### src/rtl/plot_sink_if.sv
// Plot-side and framebuffer-side signals of the plot sink, bundled with
// modports for the plot source/framebuffer (master) and the sink itself (slave).
interface plot_sink_if;
   logic [9:0]  x;
   logic [9:0]  y;
   logic [2:0]  colour;
   logic        writeEn;
   logic        clear;
   logic [14:0] fb_addr;
   logic [2:0]  fb_data;
   logic        fb_wren;
   logic        fb_ready;
   logic        busy;
   logic        overflow;
   logic [15:0] clip_count;

   modport master (
      output x, y, colour, writeEn, clear, fb_ready,
      input  fb_addr, fb_data, fb_wren, busy, overflow, clip_count
   );

   modport slave (
      input  x, y, colour, writeEn, clear, fb_ready,
      output fb_addr, fb_data, fb_wren, busy, overflow, clip_count
   );
endinterface

### src/rtl/plot_sink.sv
// Pixel plot sink: clips plots to the screen, queues them in a small FIFO and
// drains them to the framebuffer through a registered valid/ready stage.
module plot_sink #(
   parameter int WIDTH  = 160,
   parameter int HEIGHT = 120,
   parameter int DEPTH  = 4
) (
   input  logic       clk,
   input  logic       reset,
   plot_sink_if.slave bus
);

   localparam int PTR_W = (DEPTH > 1) ? $clog2(DEPTH) : 1;
   localparam int OCC_W = $clog2(DEPTH + 1);
   localparam logic [OCC_W-1:0] OCC_FULL = OCC_W'(DEPTH);

   typedef enum logic {IDLE, ISSUE} state_t;

   function automatic logic [14:0] pix_addr(input logic [9:0] row, input logic [9:0] col);
      logic [31:0] a;
      a = 32'(row) * 32'(WIDTH) + 32'(col);
      return a[14:0];
   endfunction

   function automatic logic [15:0] sat_inc(input logic [15:0] v);
      return (v == 16'hFFFF) ? v : v + 16'd1;
   endfunction

   state_t            state, state_nxt;
   logic [17:0]       mem [DEPTH];
   logic [PTR_W-1:0]  wr_ptr, rd_ptr;
   logic [OCC_W-1:0]  occ;
   logic [14:0]       out_addr_p1;
   logic [2:0]        out_data_p1;
   logic              overflow_q;
   logic [15:0]       clip_q;
   logic              pop, push, drop, clip;

   // p0: sample stage -- qualify the plot and form its word address
   logic              vld_p0, in_range_p0;
   logic [14:0]       addr_p0;

   assign vld_p0      = bus.writeEn && !bus.clear;
   assign in_range_p0 = (32'(bus.x) < 32'(WIDTH)) && (32'(bus.y) < 32'(HEIGHT));
   assign addr_p0     = pix_addr(bus.y, bus.x);

   // A full queue can still take a plot when the head leaves on the same edge.
   assign push = vld_p0 && in_range_p0 && ((occ != OCC_FULL) || pop);
   assign drop = vld_p0 && in_range_p0 && !((occ != OCC_FULL) || pop);
   assign clip = vld_p0 && !in_range_p0;

   always_comb begin
      state_nxt = state;
      pop       = 1'b0;
      case (state)
         IDLE: begin
            if (occ != '0) begin
               pop       = 1'b1;
               state_nxt = ISSUE;
            end
         end
         ISSUE: begin
            if (bus.fb_ready) begin
               if (occ != '0) pop = 1'b1;
               else           state_nxt = IDLE;
            end
         end
         default: state_nxt = IDLE;
      endcase
      if (bus.clear) begin
         pop       = 1'b0;
         state_nxt = IDLE;
      end
   end

   always_ff @(posedge clk or posedge reset) begin
      if (reset) state <= IDLE;
      else       state <= state_nxt;
   end

   always_ff @(posedge clk) begin
      if (push) mem[wr_ptr] <= {addr_p0, bus.colour};
   end

   // p1: queue bookkeeping and registered framebuffer request
   always_ff @(posedge clk or posedge reset) begin
      if (reset) begin
         wr_ptr      <= '0;
         rd_ptr      <= '0;
         occ         <= '0;
         overflow_q  <= 1'b0;
         clip_q      <= '0;
         out_addr_p1 <= '0;
         out_data_p1 <= '0;
      end else if (bus.clear) begin
         wr_ptr     <= '0;
         rd_ptr     <= '0;
         occ        <= '0;
         overflow_q <= 1'b0;
         clip_q     <= '0;
      end else begin
         if (push) wr_ptr <= wr_ptr + PTR_W'(1);
         if (pop) begin
            rd_ptr      <= rd_ptr + PTR_W'(1);
            out_addr_p1 <= mem[rd_ptr][17:3];
            out_data_p1 <= mem[rd_ptr][2:0];
         end
         case ({push, pop})
            2'b10:   occ <= occ + OCC_W'(1);
            2'b01:   occ <= occ - OCC_W'(1);
            default: occ <= occ;
         endcase
         if (drop) overflow_q <= 1'b1;
         if (clip) clip_q <= sat_inc(clip_q);
      end
   end

   assign bus.fb_wren    = (state == ISSUE);
   assign bus.fb_addr    = out_addr_p1;
   assign bus.fb_data    = out_data_p1;
   assign bus.busy       = (occ != '0) || (state == ISSUE);
   assign bus.overflow   = overflow_q;
   assign bus.clip_count = clip_q;

endmodule

### src/flat_wrapper.sv
// flat-port wrapper written by rule: the top's interface ports become plain ports
module plot_sink_flat 
#(
   parameter int WIDTH  = 160,
   parameter int HEIGHT = 120,
   parameter int DEPTH  = 4
)
  (clk, reset, bus_x, bus_y, bus_colour, bus_writeEn, bus_clear, bus_fb_ready, bus_fb_addr, bus_fb_data, bus_fb_wren, bus_busy, bus_overflow, bus_clip_count);
  plot_sink_if bus_i ();
  input  logic clk;
  input  logic reset;
  input wire logic [$bits(bus_i.x)-1:0] bus_x;
  input wire logic [$bits(bus_i.y)-1:0] bus_y;
  input wire logic [$bits(bus_i.colour)-1:0] bus_colour;
  input wire logic [$bits(bus_i.writeEn)-1:0] bus_writeEn;
  input wire logic [$bits(bus_i.clear)-1:0] bus_clear;
  input wire logic [$bits(bus_i.fb_ready)-1:0] bus_fb_ready;
  output wire logic [$bits(bus_i.fb_addr)-1:0] bus_fb_addr;
  output wire logic [$bits(bus_i.fb_data)-1:0] bus_fb_data;
  output wire logic [$bits(bus_i.fb_wren)-1:0] bus_fb_wren;
  output wire logic [$bits(bus_i.busy)-1:0] bus_busy;
  output wire logic [$bits(bus_i.overflow)-1:0] bus_overflow;
  output wire logic [$bits(bus_i.clip_count)-1:0] bus_clip_count;
  assign bus_i.x = bus_x;
  assign bus_i.y = bus_y;
  assign bus_i.colour = bus_colour;
  assign bus_i.writeEn = bus_writeEn;
  assign bus_i.clear = bus_clear;
  assign bus_i.fb_ready = bus_fb_ready;
  assign bus_fb_addr = bus_i.fb_addr;
  assign bus_fb_data = bus_i.fb_data;
  assign bus_fb_wren = bus_i.fb_wren;
  assign bus_busy = bus_i.busy;
  assign bus_overflow = bus_i.overflow;
  assign bus_clip_count = bus_i.clip_count;
  plot_sink #(.WIDTH(WIDTH), .HEIGHT(HEIGHT), .DEPTH(DEPTH)) u_core (.clk(clk), .reset(reset), .bus(bus_i));
endmodule
### config.mk
export PLATFORM = sky130hd
export DESIGN_NAME = plot_sink_flat
export DESIGN_NICKNAME = d
export VERILOG_FILES = /design/src/rtl/plot_sink_if.sv /design/src/rtl/plot_sink.sv /design/src/flat_wrapper.sv
export SDC_FILE = /design/constraint.sdc
export NUM_CORES = 1
export LEC_CHECK = 0
export BUFFER_PORTS_ARGS = -buffer_cell sky130_fd_sc_hd__buf_4
export CORE_ASPECT_RATIO = 1.2
export CORE_MARGIN = 3
export CORE_UTILIZATION = 45
export CTS_BUF_LIST = sky130_fd_sc_hd__clkbuf_8 sky130_fd_sc_hd__clkbuf_16
export CTS_CLUSTER_SIZE = 12
export DETAILED_ROUTE_END_ITERATION = 7
export PLACE_DENSITY_LB_ADDON = 0.08
export SETUP_SLACK_MARGIN = 0.2
export SKIP_LAST_GASP = 1
export SLEW_MARGIN = 0
export SYNTH_ARGS = -nofsm -noshare
export SYNTH_HDL_FRONTEND = slang
export SYNTH_SLANG_ARGS = --single-unit
### constraint.sdc
create_clock -name clk -period 2.47 [get_ports clk]
set_input_delay 0.494 -clock clk [delete_from_list [all_inputs] [get_ports clk]]
set_output_delay 0.494 -clock clk [all_outputs]
set_load 0.005 [all_outputs]
After elaboration in Yosys (flattened, before gate mapping)
Memories as Yosys holds them, arrays and structs flattened. A register that Yosys moved wholly into a read port is not among the register bits.
Cells that the tools add are included.
Widths: inputs -> output; s select.

storage, ports and cells
  register bits = 25
  latch bits = 0
  memory bits (writable) = 72
  ROM bits = 0
  bits of input ports = 28
  output and inout port bits = 37
  logic and storage cells = 62
  memories kept = 1

memory list
  name        words  width  read ports  clocked after memory_dff  wr ports  RTL line         source
  u_core.mem  4      18     1           1                         1         plot_sink.sv:30  logic [17:0] mem [DEPTH];

cells by class
  add/sub/neg operators = 6
  multipliers = 1
  div/mod/pow operators = 0
  $lt $le $gt $ge = 2
  eq/ne operators = 5
  shifts and indexed selects = 0
  muxes and demuxes = 20
  bitwise gates (word level) = 2
  reductions and logical operators = 19

operator list
  operator               count
  $mux 16                3
  $add 16x1->16 const B  1
  $eq 16x16->1 const B   1
  $add 15x10->15         1
  $lt 10x7->1 const B    1
  $lt 10x8->1 const B    1
  $mul 10x3->10 const B  1
  $mux 1                 9
  $mux 2                 4
  $reduce_bool 2->1      4
  $logic_and 1x1->1      6
  $pmux 3 s2             1
  $reduce_bool 3->1      2
  $add 2x1->2 const B    2
  $pmux 1 s2             2
  $reduce_and 2->1       2
  $add 3x1->3 const B    1
  $logic_not 1->1        3
  $mux 3                 1
  $ne 3x3->1 const B     1
  $sub 3x1->3 const B    1
  $eq 2x1->1 const B     1
  $eq 2x2->1 const B     1
  $logic_or 1x1->1       2
  2 further kinds        3

Logic depth before layout (Yosys ltp)
Gate-level depths: netlist (run 1).

  depth in word-level cells = 10
  gate-level depth with buffers = 9

Worst setup path after synthesis (run 1)
Ideal clock, no wire load.

  path kind = input to register
  start = input port bus_y[1]
  end = memory u_core.mem[0][17] (data pin)
  library setup time = 274 ps
  arrival time = 2,315 ps
  slack = -119 ps
  stages on the path = 8
  buffers on the path = 0
  cell sequence = ha_1 ha_1 fa_1 ha_1 a21oi_1 and3b_1 nand3_1 xnor2_1

on the way
  longest elaborated chain between the ends = 2

ends and longest elaborated chain
  what                    RTL line            source
  start: declaration      flat_wrapper.sv:13  input wire logic [$bits(bus_i.y)-1:0] bus_y;
  $mul 10x3->10           plot_sink.sv:21     a = 32'(row) * 32'(WIDTH) + 32'(col);
  $add 15x10->15          plot_sink.sv:21
  net u_core.addr_p0[14]  plot_sink.sv:41     logic [14:0] addr_p0;
  end: declaration        plot_sink.sv:30

The timed path passes the listed nets, and every way through them passes these cells.

Final worst setup path (run 1)
  start = input port bus_y[1]
  end = memory u_core.mem[3][17] (data pin)

Same word-level chain as after synthesis.

==> metrics.txt, run 1 <==
status finished, final reports clean; area of the multi-input gates 2110 sq um; fin nets approximately 530; residual DRC count 0; CTS Buf Count 17; Root Driver clkbuf_16; WL per Instance 16.2 um; Starting DRT DRC Count 215; FF-to-FF End u_core.occ[2]$_DFFE_PP0P_; Post-synth EDFFs 72; Power Density 959 nW/um^2; Critical path origin bus_y[1]; Hold Crit Class in -> async; # clock sinks 115; remaining global-route overflow 0; Post-CTS Setup Bufs 0; CP Capture Type register; biggest cell delay along the critical path 0.46 ns; critical path depth 9; critical path endpoint u_core.mem[3][17]$_DFFE_PP_; Top FF cell, synth edfxtp_1; # fillers 884; maxcap violations 0; yosys warns 0; ys async rst share 0.374; Synth-to-Final Area Change 31.1%; register area share after synthesis 0.607; list of most frequent post-synthesis cells 72 x edfxtp_1, 43 x dfrtp_1, 24 x nor2_1, 23 x ha_1, 19 x mux2_2; final setup fails 0; post-route insts no fill 644; CP startpoint kind input pin; initial antenna violation count 0; drt total wl roughly 10000 um; Synth Area per Inst 14.6 sq um; measured slew at the worst slew-check pin 0.591 ns; HPWL after DPL 7210 um; R2R depth 8; min cycle time layout 2.23 ns; Setup Skew roughly 0.0092 ns; CP delay by family, top adder cells; vias in the first global route 3401; worst ir drop on vdd 0.609 mV; RR Startpoint u_core.occ[0]$_DFFE_PP0P_; cell with the most instances after synthesis edfxtp_1; Worst Path Max Fanout 4; crit-path cells buf_4 > ha_4 > ha_4 > fa_2 > ha_4 > a21oi_2 > and3b_2 > nand3_2 > xnor2_2; Slew Viols, Final 0; CP Data Arrival Time 2.37 ns; post-detailed-route count of antenna-violating nets 0; slowest CP cell fa_2; CTS tree done; leading area contributor after synthesis edfxtp_1; register bit total from synthesis 115; largest net degree at the start of global routing 44; Max Clk Rate 448 MHz; via count 3367; Pre-antenna DRT Iters 4; vias per cell 5.23; P_leak 2.77 nW; core area 11300 sq um; Die W 105 um; Crit Path Class in -> reg; Die ar. 13200 sq um; Inst Count DP ~610; # IOs 65; clk buf depth 2; post-route setup TNS 0 ns; PortBufs 64; first-pass GRT wire length about 17000 um; top cells by area, synth edfxtp_1 41%, dfrtp_1 20%, mux4_2 7.6%; hold_ws 0.238 ns; Most common cell on crit path ha_4; final worst-path cycle share 0.904; H-Tree Level Count 4; initial core utilization 0.472; std cell rows 42; Final Hold Vio Count 0; Final Power 6.70 mW; area of the mapped netlist between 5000 and 6000 sq um; post-synth cell types slightly below 50; Antenna diodes 0; clock-pin slew on the worst setup and hold paths 0.06 ns; routability cong. about 0.78; post-synth top area share 0.406; die height between 100 and 150 um; max_slew headroom 0.606; Synth Instances 366; Net Count, Synth 420; worst skew pair latency 0.40 ns; CP Buf/Inv Count 1; Total GRT Usage 0.168; Reg area 3240 sq um; Worst R2R Setup Slack 0.38 ns; share of layout cells above drive strength 1 0.406; RSZ-0062 raised after global routing no; CP Data Required Time between 2 and 3 ns
how the worst min path moves through the flow:
| stage | to |
|---|---|
| after detailed placement | u_core.bus.fb_addr[1]$_DFFE_PP0P_ |
| after global placement | u_core.bus.fb_addr[0]$_DFFE_PP0P_ |
| after CTS | u_core.bus.fb_addr[1]$_DFFE_PP0P_ |
| after floorplan | u_core.wr_ptr[0]$_DFFE_PP0P_ |
| final | u_core.bus.fb_data[2]$_DFFE_PP0P_ |
| after global routing | u_core.mem[1][7]$_DFFE_PP_ |
kinds of logic (layout without fill, tap and decap cells):
| family | Yosys count | count (layout) | synth area share |
|---|---|---|---|
| adder cells (fa/ha/maj) | 26 | 26 | 0.0652 |
| AND/OR/NAND/NOR | 95 | 95 | 0.0958 |
| AO/OA/AOI/OAI | 39 | 39 | 0.0441 |
| XOR/XNOR | 29 | 29 | 0.0476 |
| flip-flops | 115 | 115 | 0.607 |
| multiplexers | 39 | 39 | 0.121 |
| buffers and inverters | 23 | 147 | 0.0190 |
worst reg2reg max path, stage by stage (launching register included):
cell	delay, ns
dfrtp_1	0.46
nor3_1	0.21
or2_2	0.19
nor3_2	0.05
fa_2	0.35
or3_1	0.37
o22ai_1	0.14
xnor2_1	0.14
nor2_1	0.05
layer usage:
layer	vias to the layer above	share of wire	global-route usage	wire (um)
met4	0	0.0088	0.0533	92
met5	-	0	0	0
met2	56	0.55	0.290	5680
met3	8	0.033	0.0428	341
met1	1709	0.41	0.206	4310
li1	1594	-	-	-
where the power goes:
group | switching, mW | internal [mW]
logic | 0.699 | 0.996
clock network | 0.875 | 1.65
registers | 0.171 | 2.31
total | 1.74 | 4.96
registers in the layout, indices dropped and copies added (netlist names):
name / cells
u_core.bus.fb_data: 3
u_core.bus.fb_wren: 1
u_core.bus.fb_addr: 15
u_core.rd_ptr: 2
u_core.bus.overflow: 1
u_core.bus.clip_count: 16
u_core.occ: 3
u_core.mem: 72
u_core.wr_ptr: 2
area by class of cell:
class / count / area share
clock buffer: 19 / 0.0648
clock inverter: 13 / 0.0243
inverter: 14 / 0.00752
multi-input combinational: 228 / 0.302
sequential: 115 / 0.463
tap: 154 / 0.0276
timing repair buffer: 101 / 0.110
repair_timing:
action | 4_1_cts | 5_1_grt
hold endpoints to repair | 0 | 0
hold buffers | 0 | 0
endpoints found under the setup margin | 0 | 12
gates resized for setup | 0 | 4
per-stage QoR:
stage / setup WS, ns / area (sq um) / util
after floorplan: 0.0148 / 5420 / -
after global placement: -0.150 / 6340 / 0.561
after detailed placement: -0.175 / 6340 / 0.561
after CTS: 0.242 / 6960 / 0.616
after global routing: 0.206 / 6990 / 0.619
final: 0.236 / 6990 / 0.619
cells in the final DEF (no fill, tap or decap), types with 2 or more instances in the layout:
master        n
buf_4       100
edfxtp_1     72
dfrtp_1      43
nor2_1       23
mux2_2       19
ha_1         19
mux4_2       18
clkbuf_16    17
inv_1        13
nand2_1      13
nand3_1      12
xor2_1       12
xnor2_1      12
o21ai_0      10
a21oi_1      10
or3_1         7
nand4_1       6
and2_1        6
xnor2_2       4
inv_6         4
and3_1        3
nor2b_1       3
o211ai_1      3
o21bai_1      3
ha_4          3
bufinv_16     3
clkinvlp_4    3
nor3_2        2
o21ai_1       2
nor2_2        2
nand3_2       2
o2111ai_1     2
nor3_1        2
a21o_1        2
a211oi_1      2
nand2b_1      2
fa_2          2
clkbuf_8      2
clkinv_4      2
Note: power is estimated with default switching activity, not from simulation.
==> run 2, diff against run 1 <==
- ABC_AREA: not set -> 1
- CTS_CLUSTER_SIZE: 12 -> 40
==> run 2 against run 1 <==
Global-route usage is 2.6 points higher; highest routed layer unchanged; die area is 7.1% higher; sequential power is 2% lower; critical endpoint unchanged; clock-buffer cell count is 1 lower; critical path type unchanged; hold slack worse by 0.15 ns; synthesized cell count is 63% higher; cell area is 3.6% higher; first-iteration DRC count is 25% higher; worst setup slack worse by 0.039 ns; area after synthesis is 7.5% higher.
==> metrics.txt, run 2 <==
status finished, final reports clean (unchanged); hold_ws 0.0889 ns (was 0.238 ns); worst skew pair latency 0.41 ns (was 0.40 ns); initial core utilization 0.467 (was 0.472); post-synth top area share 0.377 (was 0.406); FF-to-FF End u_core.occ[2]$_DFFE_PP0P_ (unchanged); Critical path origin bus_y[3] (was bus_y[1]); list of most frequent post-synthesis cells 146 x nand2_1, 73 x nor2_1, 72 x edfxtp_1, 50 x inv_1, 48 x o21ai_0 (was 72 x edfxtp_1, 43 x dfrtp_1, 24 x nor2_1, 23 x ha_1, 19 x mux2_2); CP Data Arrival Time 2.43 ns (was 2.37 ns); max reg flops 72 (unchanged); Synth Instances 597 (was 366); Area after DPL 6590 sq um (was 6340 sq um); first-pass GRT wire length 20900 um (was 17100 um); yosys warns 0 (unchanged); Setup Skew 0.00894 ns (was 0.00923 ns); Inst Count DP 827 (was 612); Root Driver clkbuf_16 (unchanged); Antenna diodes 0 (unchanged); WL per Instance 14.6 um (was 16.2 um); H-Tree Level Count 4 (unchanged); final setup fails 0 (unchanged); RR Startpoint u_core.occ[0]$_DFFE_PP0P_ (unchanged); Int Power 4.45 mW (was 4.96 mW); PortBufs 64 (unchanged); Clock power frac 0.348 (was 0.377); share of layout cells above drive strength 1 0.224 (was 0.406); crit-path cells buf_8 > ha_4 > ha_4 > fa_1 > ha_4 > nand2_4 > nor3_4 > nor2_4 > nor2_4 > nand3_2 > nand2_2 > nand2_4 (was buf_4 > ha_4 > ha_4 > fa_2 > ha_4 > a21oi_2 > and3b_2 > nand3_2 > xnor2_2); post-route setup TNS 0 ns (unchanged); Post-synth EDFFs 72 (unchanged); core area 12300 sq um (was 11300 sq um); worst ir drop on vdd 0.470 mV (was 0.609 mV); ys async rst share 0.374 (unchanged); Seq pwr share 0.375 (was 0.370); routability cong. 0.850 (was 0.775); die height 130 um (was 125 um); leading area contributor after synthesis edfxtp_1 (unchanged); HPWL after DPL 8550 um (was 7210 um); measured slew at the worst slew-check pin 0.663 ns (was 0.591 ns); Sw Ratio 0.312 (was 0.260); post-detailed-route count of antenna-violating nets 0 (unchanged); Final Util 0.590 (was 0.619); fin nets 741 (was 531); CTS tree done (unchanged); Top reg by flops u_core.mem (unchanged); Max Clk Rate 440 MHz (was 448 MHz); P_leak 3.21 nW (was 2.77 nW); CP startpoint kind input pin (unchanged); Final Hold Vio Count 0 (unchanged); remaining global-route overflow 0 (unchanged); # IOs 65 (unchanged); RSZ-0062 raised after global routing yes (was no); most frequent cells in the layout 142 x nand2_1, 89 x buf_4, 72 x edfxtp_1 (was 100 x buf_4, 72 x edfxtp_1, 43 x dfrtp_1); critical path endpoint u_core.mem[3][17]$_DFFE_PP_ (unchanged); P_sw 2.02 mW (was 1.74 mW); Worst Path Max Fanout 4 (unchanged); maxcap violations 0 (unchanged); area of the mapped netlist 5730 sq um (was 5330 sq um); CP Capture Type register (unchanged); biggest cell delay along the critical path 0.49 ns (was 0.46 ns); post-synth cell types 35 (was 49); Starting DRT DRC Count 268 (was 215); R2R depth 13 (was 8); via count 4331 (was 3367); CTS Buf Count 17 (unchanged); Worst R2R Setup Slack 0.47 ns (was 0.38 ns); final instance area 7240 sq um (was 6990 sq um); Pre-antenna DRT Iters 4 (unchanged); clk buf depth 2 (unchanged); clock-pin slew on the worst setup and hold paths 0.05 ns (was 0.06 ns); Slew Viols, Final 0 (unchanged); # fillers 1089 (was 884); CP Data Required Time 2.63 ns (was 2.60 ns); Synth-to-Final Area Change 26.4% (was 31.1%); cell with the most instances after synthesis nand2_1 (was edfxtp_1); Power Density 892 nW/um^2 (was 959 nW/um^2); std cell rows 44 (was 42); post-route insts no fill 861 (was 644); Total GRT Usage 0.194 (was 0.168); Net Count, Synth 651 (was 420); max_slew headroom 0.557 (was 0.606); # clock sinks 115 (unchanged); Synth Area per Inst 9.60 sq um (was 14.6 sq um); min cycle time layout 2.27 ns (was 2.23 ns); Most common cell on crit path ha_4 (unchanged); initial antenna violation count 0 (unchanged); drt total wl 12600 um (was 10400 um); Die W 109 um (was 105 um); top cells by area, synth edfxtp_1 38%, dfrtp_1 19%, nand2_1 9.6% (was edfxtp_1 41%, dfrtp_1 20%, mux4_2 7.6%); commonest non-fill, non-tap cell in the layout nand2_1 (was buf_4); slowest CP cell fa_1 (was fa_2); register bit total from synthesis 115 (unchanged); largest net degree at the start of global routing 37 (was 44); vias in the first global route 4230 (was 3401); Combinational Power Share 0.277 (was 0.253); Die ar. 14100 sq um (was 13200 sq um); Top FF cell, synth edfxtp_1 (unchanged); vias per cell 5.03 (was 5.23); residual DRC count 0 (unchanged); Hold Crit Class in -> async (unchanged); Crit Path Class in -> reg (unchanged); final worst-path cycle share 0.920 (was 0.904); register area share after synthesis 0.565 (was 0.607)
run 2: cell types whose count changed in the layout (fill, tap and decap cells not counted), moves of 6 or more:
cell / previous run / this run
mux4_2: 18 / 0
buf_4: 100 / 89
o21ai_0: 10 / 47
nor2_1: 23 / 71
nand3_1: 12 / 29
nand2_1: 13 / 142
and2_1: 6 / 0
inv_1: 13 / 50
mux2_2: 19 / 0
or3_1: 7 / 0
o22ai_1: 1 / 18
run 2: what timing repair did:
action                     in CTS  in global routing
setup buffers                   0                  2
hold buffers                    0                  0
setup endpoints to repair      12                 13
gates resized for setup         6                 12
pin swaps                       9                  5
hold endpoints to repair        0                  0
run 2: worst min-delay path by stage:
stage	from	endpoint	slack (ns)	cells after the start
floorplan	u_core.bus.fb_addr[10]$_DFFE_PP0P_	u_core.bus.fb_addr[10]$_DFFE_PP0P_	0.47	2
global placement	u_core.bus.fb_addr[0]$_DFFE_PP0P_	u_core.bus.fb_addr[0]$_DFFE_PP0P_	0.46	2
detailed placement	u_core.bus.fb_data[0]$_DFFE_PP0P_	u_core.bus.fb_data[0]$_DFFE_PP0P_	0.47	2
CTS	reset	u_core.bus.clip_count[6]$_DFFE_PP0P_	0.09	2
global route	reset	u_core.bus.clip_count[6]$_DFFE_PP0P_	0.12	2
finish	reset	u_core.rd_ptr[0]$_DFFE_PP0P_	0.09	2
run 2: per-stage QoR:
| step | setup slack, ns | total power [mW] |
|---|---|---|
| finish | 0.198 | 6.46 |
| global placement | -0.329 | 4.18 |
| detailed placement | -0.374 | 4.22 |
| global route | 0.115 | 6.89 |
| CTS | 0.208 | 6.50 |
| floorplan | -0.109 | 3.55 |
run 2: power by group through the flow:
stage,clock [mW],combinational (mW),sequential (mW)
2_1_floorplan,0,1.09,2.45
3_3_place_gp,0,1.73,2.45
3_5_place_dp,0,1.76,2.46
4_1_cts,2.29,1.79,2.43
5_1_grt,2.38,2.05,2.45
6_report,2.25,1.79,2.43
run 2: final cells by class:
| class | instances | area (sq um) | share of cell area |
|---|---|---|---|
| well taps | 161 | 201 | 0.0278 |
| clock inverters | 14 | 118 | 0.0162 |
| multi-input cells | 408 | 2290 | 0.317 |
| repair buffers | 94 | 763 | 0.105 |
| clock buffers | 18 | 439 | 0.0606 |
| inverters | 51 | 191 | 0.0264 |
| flip-flops and latches | 115 | 3240 | 0.447 |
run 2: critical path: cells and delay by family:
kind	cells	cell delay [ns]
fa+ha+maj	4	1.20
simple gates	7	0.62
buf+inv	1	0.11
run 2: cells by family after synthesis:
kind of cell,share of synthesized area
DFF,0.565
xor gates and xnor gates,0.0306
buffers and inverters,0.0552
and+or+nand+nor,0.206
AOI/OAI and AO/OA,0.0823
adders and majority gates,0.0607
run 2: metal layers:
metal  GRT usage  vias to the layer above  routed length, um
met1       0.237                     2053               5450
met2       0.337                       81               6510
met3      0.0429                       12                442
li1            -                     2185                  -
met5           0                        -                  0
met4      0.0661                        0                172
